`src/rtl/ard_frame_assembler_if.sv`:
```
// Byte/frame bus between the UART receiver, the frame assembler and the Hamming decoder.
//   byte_in/byte_valid   : received byte and its one-cycle strobe (driven by master)
//   frame/frame_valid    : last completed frame and its one-cycle update pulse (driven by slave)
interface ard_frame_assembler_if #(
    parameter int unsigned FRAME_BYTES = 10
);
    logic [7:0]               byte_in;
    logic                     byte_valid;
    logic [8*FRAME_BYTES-1:0] frame;
    logic                     frame_valid;

    modport master (
        output byte_in,
        output byte_valid,
        input  frame,
        input  frame_valid
    );

    modport slave (
        input  byte_in,
        input  byte_valid,
        output frame,
        output frame_valid
    );
endinterface

```
`src/rtl/ard_frame_assembler.sv`:
```
// Collects FRAME_BYTES UART bytes into one frame (optionally bit-reversed) and
// presents it with a one-cycle strobe, holding it until the next completion.
// Optional feature macro: ARD_FRAME_TIMEOUT_EN enables the inter-byte timeout
// that discards partial frames and drives err_timeout/err_count.
// Ports:
//   clk         : clock, rising edge
//   reset       : asynchronous active-low reset
//   clear       : synchronous abort of any partial frame
//   bus         : slave side of byte_in/byte_valid in, frame/frame_valid out
//   busy        : a partial frame is held
//   err_timeout : one-cycle pulse when a partial frame is dropped by timeout
//   err_count   : saturating timeout count
module ard_frame_assembler #(
    parameter int unsigned FRAME_BYTES   = 10,
    parameter int unsigned CLKFRQ        = 100000000,
    parameter int unsigned BAUDRATE      = 9600,
    parameter int unsigned TIMEOUT_BYTES = 2,
    parameter bit          REVERSE       = 1'b1
) (
    input  logic                  clk,
    input  logic                  reset,
    input  logic                  clear,
    ard_frame_assembler_if.slave  bus,
    output logic                  busy,
    output logic                  err_timeout,
    output logic [7:0]            err_count
);

    localparam int unsigned     FRAME_W        = 8 * FRAME_BYTES;
    localparam int unsigned     IDX_W          = $clog2(FRAME_BYTES);
    localparam logic [IDX_W-1:0] LAST_IDX      = IDX_W'(FRAME_BYTES - 1);
    localparam longint unsigned TIMEOUT_CYCLES =
        64'(TIMEOUT_BYTES) * 64'd10 * 64'(CLKFRQ) / 64'(BAUDRATE);

    // Elaboration-time parameter sanity checks
    if (FRAME_BYTES < 2 || FRAME_BYTES > 16) begin : g_bad_frame_bytes
        $error("ard_frame_assembler: FRAME_BYTES must be in 2..16");
    end
    if (TIMEOUT_CYCLES < 2) begin : g_bad_timeout
        $error("ard_frame_assembler: TIMEOUT_CYCLES must be at least 2");
    end

    typedef enum logic {IDLE, COLLECT} state_t;

    state_t               state_q, state_d;
    logic [IDX_W-1:0]     idx_q, idx_d;
    logic [FRAME_W-1:0]   raw_q, raw_d;
    logic [FRAME_W-1:0]   frame_q, frame_d;
    logic                 fv_q, fv_d;
    logic                 busy_q, busy_d;

`ifdef ARD_FRAME_TIMEOUT_EN
    localparam int unsigned      TCNT_W    = $clog2(TIMEOUT_CYCLES + 1);
    localparam logic [TCNT_W-1:0] TCNT_LAST = TCNT_W'(TIMEOUT_CYCLES - 1);

    logic [TCNT_W-1:0] tcnt_q, tcnt_d;
    logic              et_q, et_d;
    logic [7:0]        ec_q, ec_d;
`endif

    // Bit-reverse the whole frame for the decoder's bit ordering
    function automatic logic [FRAME_W-1:0] bit_rev(input logic [FRAME_W-1:0] v);
        logic [FRAME_W-1:0] r;
        for (int i = 0; i < int'(FRAME_W); i++) begin
            r[i] = v[int'(FRAME_W) - 1 - i];
        end
        return r;
    endfunction

    // Next-state and output logic
    always_comb begin
        state_d = state_q;
        idx_d   = idx_q;
        raw_d   = raw_q;
        frame_d = frame_q;
        fv_d    = 1'b0;
`ifdef ARD_FRAME_TIMEOUT_EN
        tcnt_d  = '0;
        et_d    = 1'b0;
        ec_d    = ec_q;
`endif
        if (clear) begin
            state_d = IDLE;
            idx_d   = '0;
        end else begin
            // idx_q is 0 in IDLE, so one store path serves both states
            if (bus.byte_valid) begin
                for (int k = 0; k < int'(FRAME_BYTES); k++) begin
                    if (idx_q == IDX_W'(k)) begin
                        raw_d[8*k +: 8] = bus.byte_in;
                    end
                end
            end
            unique case (state_q)
                IDLE: begin
                    if (bus.byte_valid) begin
                        state_d = COLLECT;
                        idx_d   = IDX_W'(1);
                    end
                end
                COLLECT: begin
                    if (bus.byte_valid) begin
                        if (idx_q == LAST_IDX) begin
                            frame_d = REVERSE ? bit_rev(raw_d) : raw_d;
                            fv_d    = 1'b1;
                            state_d = IDLE;
                            idx_d   = '0;
                        end else begin
                            idx_d = idx_q + IDX_W'(1);
                        end
                    end
`ifdef ARD_FRAME_TIMEOUT_EN
                    else if (tcnt_q == TCNT_LAST) begin
                        state_d = IDLE;
                        idx_d   = '0;
                        et_d    = 1'b1;
                        if (ec_q != 8'hFF) begin
                            ec_d = ec_q + 8'd1;
                        end
                    end else begin
                        tcnt_d = tcnt_q + TCNT_W'(1);
                    end
`endif
                end
                default: begin
                    state_d = IDLE;
                    idx_d   = '0;
                end
            endcase
        end
        busy_d = (state_d == COLLECT);
    end

    // State and output registers
    always_ff @(posedge clk or negedge reset) begin
        if (!reset) begin
            state_q <= IDLE;
            idx_q   <= '0;
            raw_q   <= '0;
            frame_q <= '0;
            fv_q    <= 1'b0;
            busy_q  <= 1'b0;
`ifdef ARD_FRAME_TIMEOUT_EN
            tcnt_q  <= '0;
            et_q    <= 1'b0;
            ec_q    <= 8'd0;
`endif
        end else begin
            state_q <= state_d;
            idx_q   <= idx_d;
            raw_q   <= raw_d;
            frame_q <= frame_d;
            fv_q    <= fv_d;
            busy_q  <= busy_d;
`ifdef ARD_FRAME_TIMEOUT_EN
            tcnt_q  <= tcnt_d;
            et_q    <= et_d;
            ec_q    <= ec_d;
`endif
        end
    end

    assign bus.frame       = frame_q;
    assign bus.frame_valid = fv_q;
    assign busy            = busy_q;
`ifdef ARD_FRAME_TIMEOUT_EN
    assign err_timeout     = et_q;
    assign err_count       = ec_q;
`else
    assign err_timeout     = 1'b0;
    assign err_count       = 8'd0;
`endif

endmodule

```
`src/flat_wrapper.sv`:
```
// flat-port wrapper written by rule: the top's interface ports become plain ports
module ard_frame_assembler_flat 
#(
    parameter int unsigned FRAME_BYTES   = 10,
    parameter int unsigned CLKFRQ        = 100000000,
    parameter int unsigned BAUDRATE      = 9600,
    parameter int unsigned TIMEOUT_BYTES = 2,
    parameter bit          REVERSE       = 1'b1
)
  (clk, reset, clear, busy, err_timeout, err_count, bus_byte_in, bus_byte_valid, bus_frame, bus_frame_valid);
  ard_frame_assembler_if #(.FRAME_BYTES(FRAME_BYTES)) bus_i ();
  input  logic clk;
  input  logic reset;
  input  logic clear;
  output logic busy;
  output logic err_timeout;
  output logic [7:0] err_count;
  input wire logic [$bits(bus_i.byte_in)-1:0] bus_byte_in;
  input wire logic [$bits(bus_i.byte_valid)-1:0] bus_byte_valid;
  output wire logic [$bits(bus_i.frame)-1:0] bus_frame;
  output wire logic [$bits(bus_i.frame_valid)-1:0] bus_frame_valid;
  assign bus_i.byte_in = bus_byte_in;
  assign bus_i.byte_valid = bus_byte_valid;
  assign bus_frame = bus_i.frame;
  assign bus_frame_valid = bus_i.frame_valid;
  ard_frame_assembler #(.FRAME_BYTES(FRAME_BYTES), .CLKFRQ(CLKFRQ), .BAUDRATE(BAUDRATE), .TIMEOUT_BYTES(TIMEOUT_BYTES), .REVERSE(REVERSE)) u_core (.clk(clk), .reset(reset), .clear(clear), .bus(bus_i), .busy(busy), .err_timeout(err_timeout), .err_count(err_count));
endmodule
```
`config.mk`:
```
export PLATFORM = sky130hd
export DESIGN_NAME = ard_frame_assembler_flat
export DESIGN_NICKNAME = d
export VERILOG_FILES = /design/src/rtl/ard_frame_assembler_if.sv /design/src/rtl/ard_frame_assembler.sv /design/src/flat_wrapper.sv
export SDC_FILE = /design/constraint.sdc
export NUM_CORES = 1
export LEC_CHECK = 0
export CAP_MARGIN = 40
export CORE_UTILIZATION = 30
export DETAILED_ROUTE_END_ITERATION = 8
export GPL_TIMING_DRIVEN = 0
export PLACE_DENSITY_LB_ADDON = 0.25
export SKIP_LAST_GASP = 1
export SLEW_MARGIN = 20
export SYNTH_ARGS = -nofsm -noshare
export SYNTH_HDL_FRONTEND = slang
export SYNTH_SLANG_ARGS = --single-unit
```
`constraint.sdc`:
```
create_clock -name clk -period 4.19 [get_ports clk]
set_input_delay 0.419 -clock clk [delete_from_list [all_inputs] [get_ports clk]]
set_output_delay 0.419 -clock clk [all_outputs]
set_load 0.1 [all_outputs]
```
After elaboration in Yosys (flattened, before gate mapping)

Cells that the tools add are included.

Word-level logic and storage cells: 47
Bits in latches: 0
Memory bits (read-only): 0
Memories: 0
Bits in writable memories: 0
Bits of input ports: 12
Flip-flop bits (word level): 166
Output and inout bits: 91

Add/sub/neg operators: 1
Multipliers: 0
Muxes and demuxes: 25
Shift-type cells: 0
Div/mod/pow operators: 0
Bitwise operators: 2
Reductions and logical operators: 3
Equality and inequality tests: 11
Order comparisons: 0

Operator list:

| kind                                                            | count |
|---|---|
| 8-bit 2-to-1 mux                                                | 10 |
| 80-bit 2-to-1 mux                                               | 1 |
| 4-bit by 3-bit == test with 1-bit output, second input constant | 4 |
| 4-bit 2-to-1 mux                                                | 4 |
| 4-bit by 2-bit == test with 1-bit output, second input constant | 2 |
| 4-bit == test, second input constant                            | 2 |
| 1-bit 2-to-1 mux                                                | 8 |
| 4-bit case mux with 2 select lines                              | 1 |
| 3-bit != test, second input constant                            | 2 |
| 4-bit by 1-bit adder with 4-bit output, second input constant   | 1 |
| 4-bit by 1-bit == test with 1-bit output, second input constant | 1 |
| 4-bit zero test                                                 | 1 |
| 4-bit AND reduction                                             | 1 |
| 1-bit NOT                                                       | 2 |
| 1-bit case mux with 2 select lines                              | 1 |
| 2-bit AND reduction                                             | 1 |

Longest topological paths before layout

Depth after elaboration: 5
Depth in mapped cells: 5
Depth with buffers taken out: 3

Least setup slack after synthesis

No wires, ideal clock.

Path kind: register to register
Start: register u_core.state_q
End: register u_core.frame_q[10], in the netlist u_core.bus.frame[10]
Clock period less this slack: 2.035 ns
Path buffers: 1
Arrival: 1.909 ns
Data required time: 4.065 ns
Path slack: 2.155 ns
Setup time: 0.125 ns
Cell stages (with the launch flop): 5
Path through: dfrtp_1 > and3b_1 > nand2_8 > buf_6 > mux2_4

Cells in the longest elaborated chain, start to end: 1

RTL lines:

| element                       | line                       | text |
|---|---|---|
| start: declaration            | ard_frame_assembler.sv:45  | `state_t state_q, state_d;` |
| start signal: assignment      | ard_frame_assembler.sv:149 | `state_q <= state_d;` |
| 4-bit AND reduction (no line) | --                         |  |
| end signal: assignment        | ard_frame_assembler.sv:152 | `frame_q <= frame_d;` |
| end: declaration              | ard_frame_assembler.sv:48  | `logic [FRAME_W-1:0] frame_q, frame_d;` |

Every way passes these cells.
A chain may end at the register's enable or synchronous reset.

==> flow_metrics.tcl <==
set metrics [dict create \
    outcome "complete, no violations" \
    max_stage_delay_ns 0.63 \
    grt-ovfl-total 0 \
    syn_to_final_growth_pct 46.8 \
    core_area_um2 22100 \
    place.gp.congestion 0.710 \
    finalPower_uw 3410 \
    track_usage 0.141 \
    n_antenna_cell 0 \
    power.leakage_uw 0.00497 \
    crit_family "buffers and inverters" \
    ys.flop_type "dfrtp_1" \
    cp.required_ns 3.77 \
    io_pins 103 \
    final_area_um2 10000 \
    post_cts_buffers 0 \
    cts_tree "built" \
    worstPathArrival_ns 1.68 \
    drive_gt1_frac 0.480 \
    synthArstFlopShare 1.00 \
    synth_edf_count 0 \
    avgSynthCellArea_um2 16.3 \
    maxCapViolCount 0 \
    crit_slowest_cell "clkdlybuf4s50_1" \
    vias 4020 \
    syn_area_um2 6830 \
    path_clk_slew_ns 0.06 \
    cts_root_buffer "clkbuf_16" \
    rows 54 \
    hold_viol_final 0 \
    r2r_slack_ns 2.39 \
    hp-class "primary input to async pin" \
    cts_resized 0 \
    fmax_ghz 0.476 \
    finalCritPeriodShare 0.502 \
    r2r_end "u_core.raw_q[69]" \
    synth_warnings 0 \
    postSynthCellCount 418 \
    antenna_found_initial 0 \
    grt_pass1_wl_mm 24.5 \
    dr.pass1.iters 4 \
    crit_buf_inv 2 \
    totalNegativeSetupSlack_ns 0 \
    htreeDepth 4 \
    ant_nets 0 \
    path_max_fanout 6 \
    ir_drop_mv 0.260 \
    ys_seq_area_frac 0.608 \
    clk_path_buf_depth 2 \
    ys_types 31 \
    clock_latency_ns 0.43 \
    finalSetupViolCount 0 \
    via_per_inst 4.39 \
    skew_ns 0.0143 \
    min_period_ns 2.10 \
    drv_slew 0 \
    dieHeight_um 153 \
    drt_iter0_markers 150 \
    layout.nets 635 \
    postCtsHoldBufs 0 \
    avgRoutedWirePerCell_um 16.8 \
    crit_chain "clkdlybuf4s50_1, buf_16" \
    portBuffers 92 \
    path_class "flop to primary output" \
    dp_hpwl_mm 10.1 \
    clock-sinks 166 \
    place_area_um2 9450 \
    cts_buffers 17 \
    die_w_um 153 \
    routed_wl_mm 15.4 \
    drc 0 \
    rsz0062_at_grt "no" \
    critPathLaunchType "flop" \
    fin_hold_ws_ns 0.0109 \
    grt_pass1_vias 4343 \
    worst_slew_pin_slew_ns 0.850 \
    relSlewSlack 0.433 \
    ys_ff_latch 166 \
    die-area_um2 23400 \
    end_kind "primary output" \
    grt_max_degree 96 \
    start_util 0.309 \
    power.density_nw_per_um2 340 \
    reg2reg_from "u_core.idx_q[0]" \
    reg2regPathDepth 4 \
]
## power by group
group	internal (uW)	switching (uW)
Combinational	78.8	131
Clock	868	648
Sequential	1660	29.1
## worst register-to-register path: cells and delay by family (launching register included)
| family | cells | cell delay (ns) |
|---|---|---|
| simple gates | 2 | 0.68 |
| mux | 1 | 0.42 |
| flops | 1 | 0.40 |
| buf+inv | 1 | 0.19 |
## per-layer routing
| metal | GRT usage | part of all wire |
|---|---|---|
| met3 | 0.0335 | 0.030 |
| met2 | 0.213 | 0.46 |
| met1 | 0.189 | 0.48 |
| met5 | 0 | 0 |
| met4 | 0.0678 | 0.024 |
## how the worst max path moves through the flow
| stage | slack [ns] | startpoint | end | cells past startpoint |
|---|---|---|---|---|
| after floorplan | 2.16 | u_core.state_q | u_core.bus.frame[10] | 4 |
| after global placement | -3.97 | reset | u_core.bus.frame[47] | 1 |
| after detailed placement | 1.88 | clear | u_core.raw_q[62] | 5 |
| after CTS | 2.07 | u_core.state_q | busy | 2 |
| after global routing | 2.03 | u_core.state_q | busy | 2 |
| final | 2.09 | u_core.state_q | busy | 2 |
## area by class of cell
| cell class | instances | area (um2) |
|---|---|---|
| Tap cell | 280 | 350 |
| Fill cell | 1948 | 12100 |
| Clock inverter | 10 | 98.8 |
| Clock buffer | 22 | 474 |
| Sequential cell | 166 | 4150 |
| Inverter | 3 | 11.3 |
| Timing Repair Buffer | 178 | 2240 |
| Multi-Input combinational cell | 224 | 2470 |
| Buffer | 33 | 229 |
## registers in the layout, summed over array words and instances, names as in the netlist
| signal | flops |
|---|---|
| u_core.state_q | 1 |
| u_core.raw_q | 80 |
| u_core.bus.frame | 80 |
| u_core.bus.frame_valid | 1 |
| u_core.idx_q | 4 |
## cell families after synthesis
family / Yosys count / synth area share
flops: 166 / 0.608
buf+inv: 36 / 0.0352
other cells: 1 / 0.000549
compound gates: 24 / 0.0212
simple gates: 30 / 0.0337
mux: 161 / 0.302
## layout by cell type (no fill, tap or decap), types with 2 or more instances in the layout
| cell | n |
|---|---|
| dfrtp_1 | 166 |
| clkdlybuf4s50_1 | 91 |
| mux2_2 | 83 |
| buf_8 | 81 |
| mux2_4 | 69 |
| clkbuf_16 | 17 |
| clkbuf_1 | 11 |
| buf_6 | 11 |
| buf_4 | 10 |
| a31oi_1 | 9 |
| mux2i_1 | 9 |
| a21oi_1 | 9 |
| conb_1 | 9 |
| nand2_2 | 7 |
| buf_2 | 6 |
| clkinv_4 | 5 |
| nor2b_1 | 4 |
| inv_1 | 3 |
| nor2_1 | 3 |
| nand3_1 | 3 |
| clkbuf_8 | 3 |
| buf_16 | 3 |
| and3b_1 | 2 |
| nand3_2 | 2 |
| nand2_1 | 2 |
| nand3b_1 | 2 |
| clkinv_2 | 2 |
| clkinvlp_4 | 2 |
## through the flow
step,setup WS [ns],std cells,util
global route,2.03,916,0.454
finish,2.09,916,0.454
detailed placement,1.88,883,0.428
floorplan,2.16,426,-
global placement,-3.97,798,0.368
CTS,2.07,915,0.454
## synthesized netlist by cell type (2+ instances only)
cell,count,area [um2]
nand3_1,3,15.0
nor2_1,3,11.3
clkbuf_1,9,33.8
a31oi_1,9,56.3
buf_2,6,30.0
mux2_2,83,935
inv_1,3,11.3
buf_6,8,90.1
and3b_1,2,17.5
nand2_2,7,43.8
nand2_1,2,7.51
dfrtp_1,166,4150
nand3_2,2,20.0
buf_4,10,75.1
nand3b_1,2,15.0
mux2_4,69,1040
nor2b_1,4,25.0
a21oi_1,9,45.0
mux2i_1,9,90.1
Note: power is estimated with default switching activity, not from simulation.
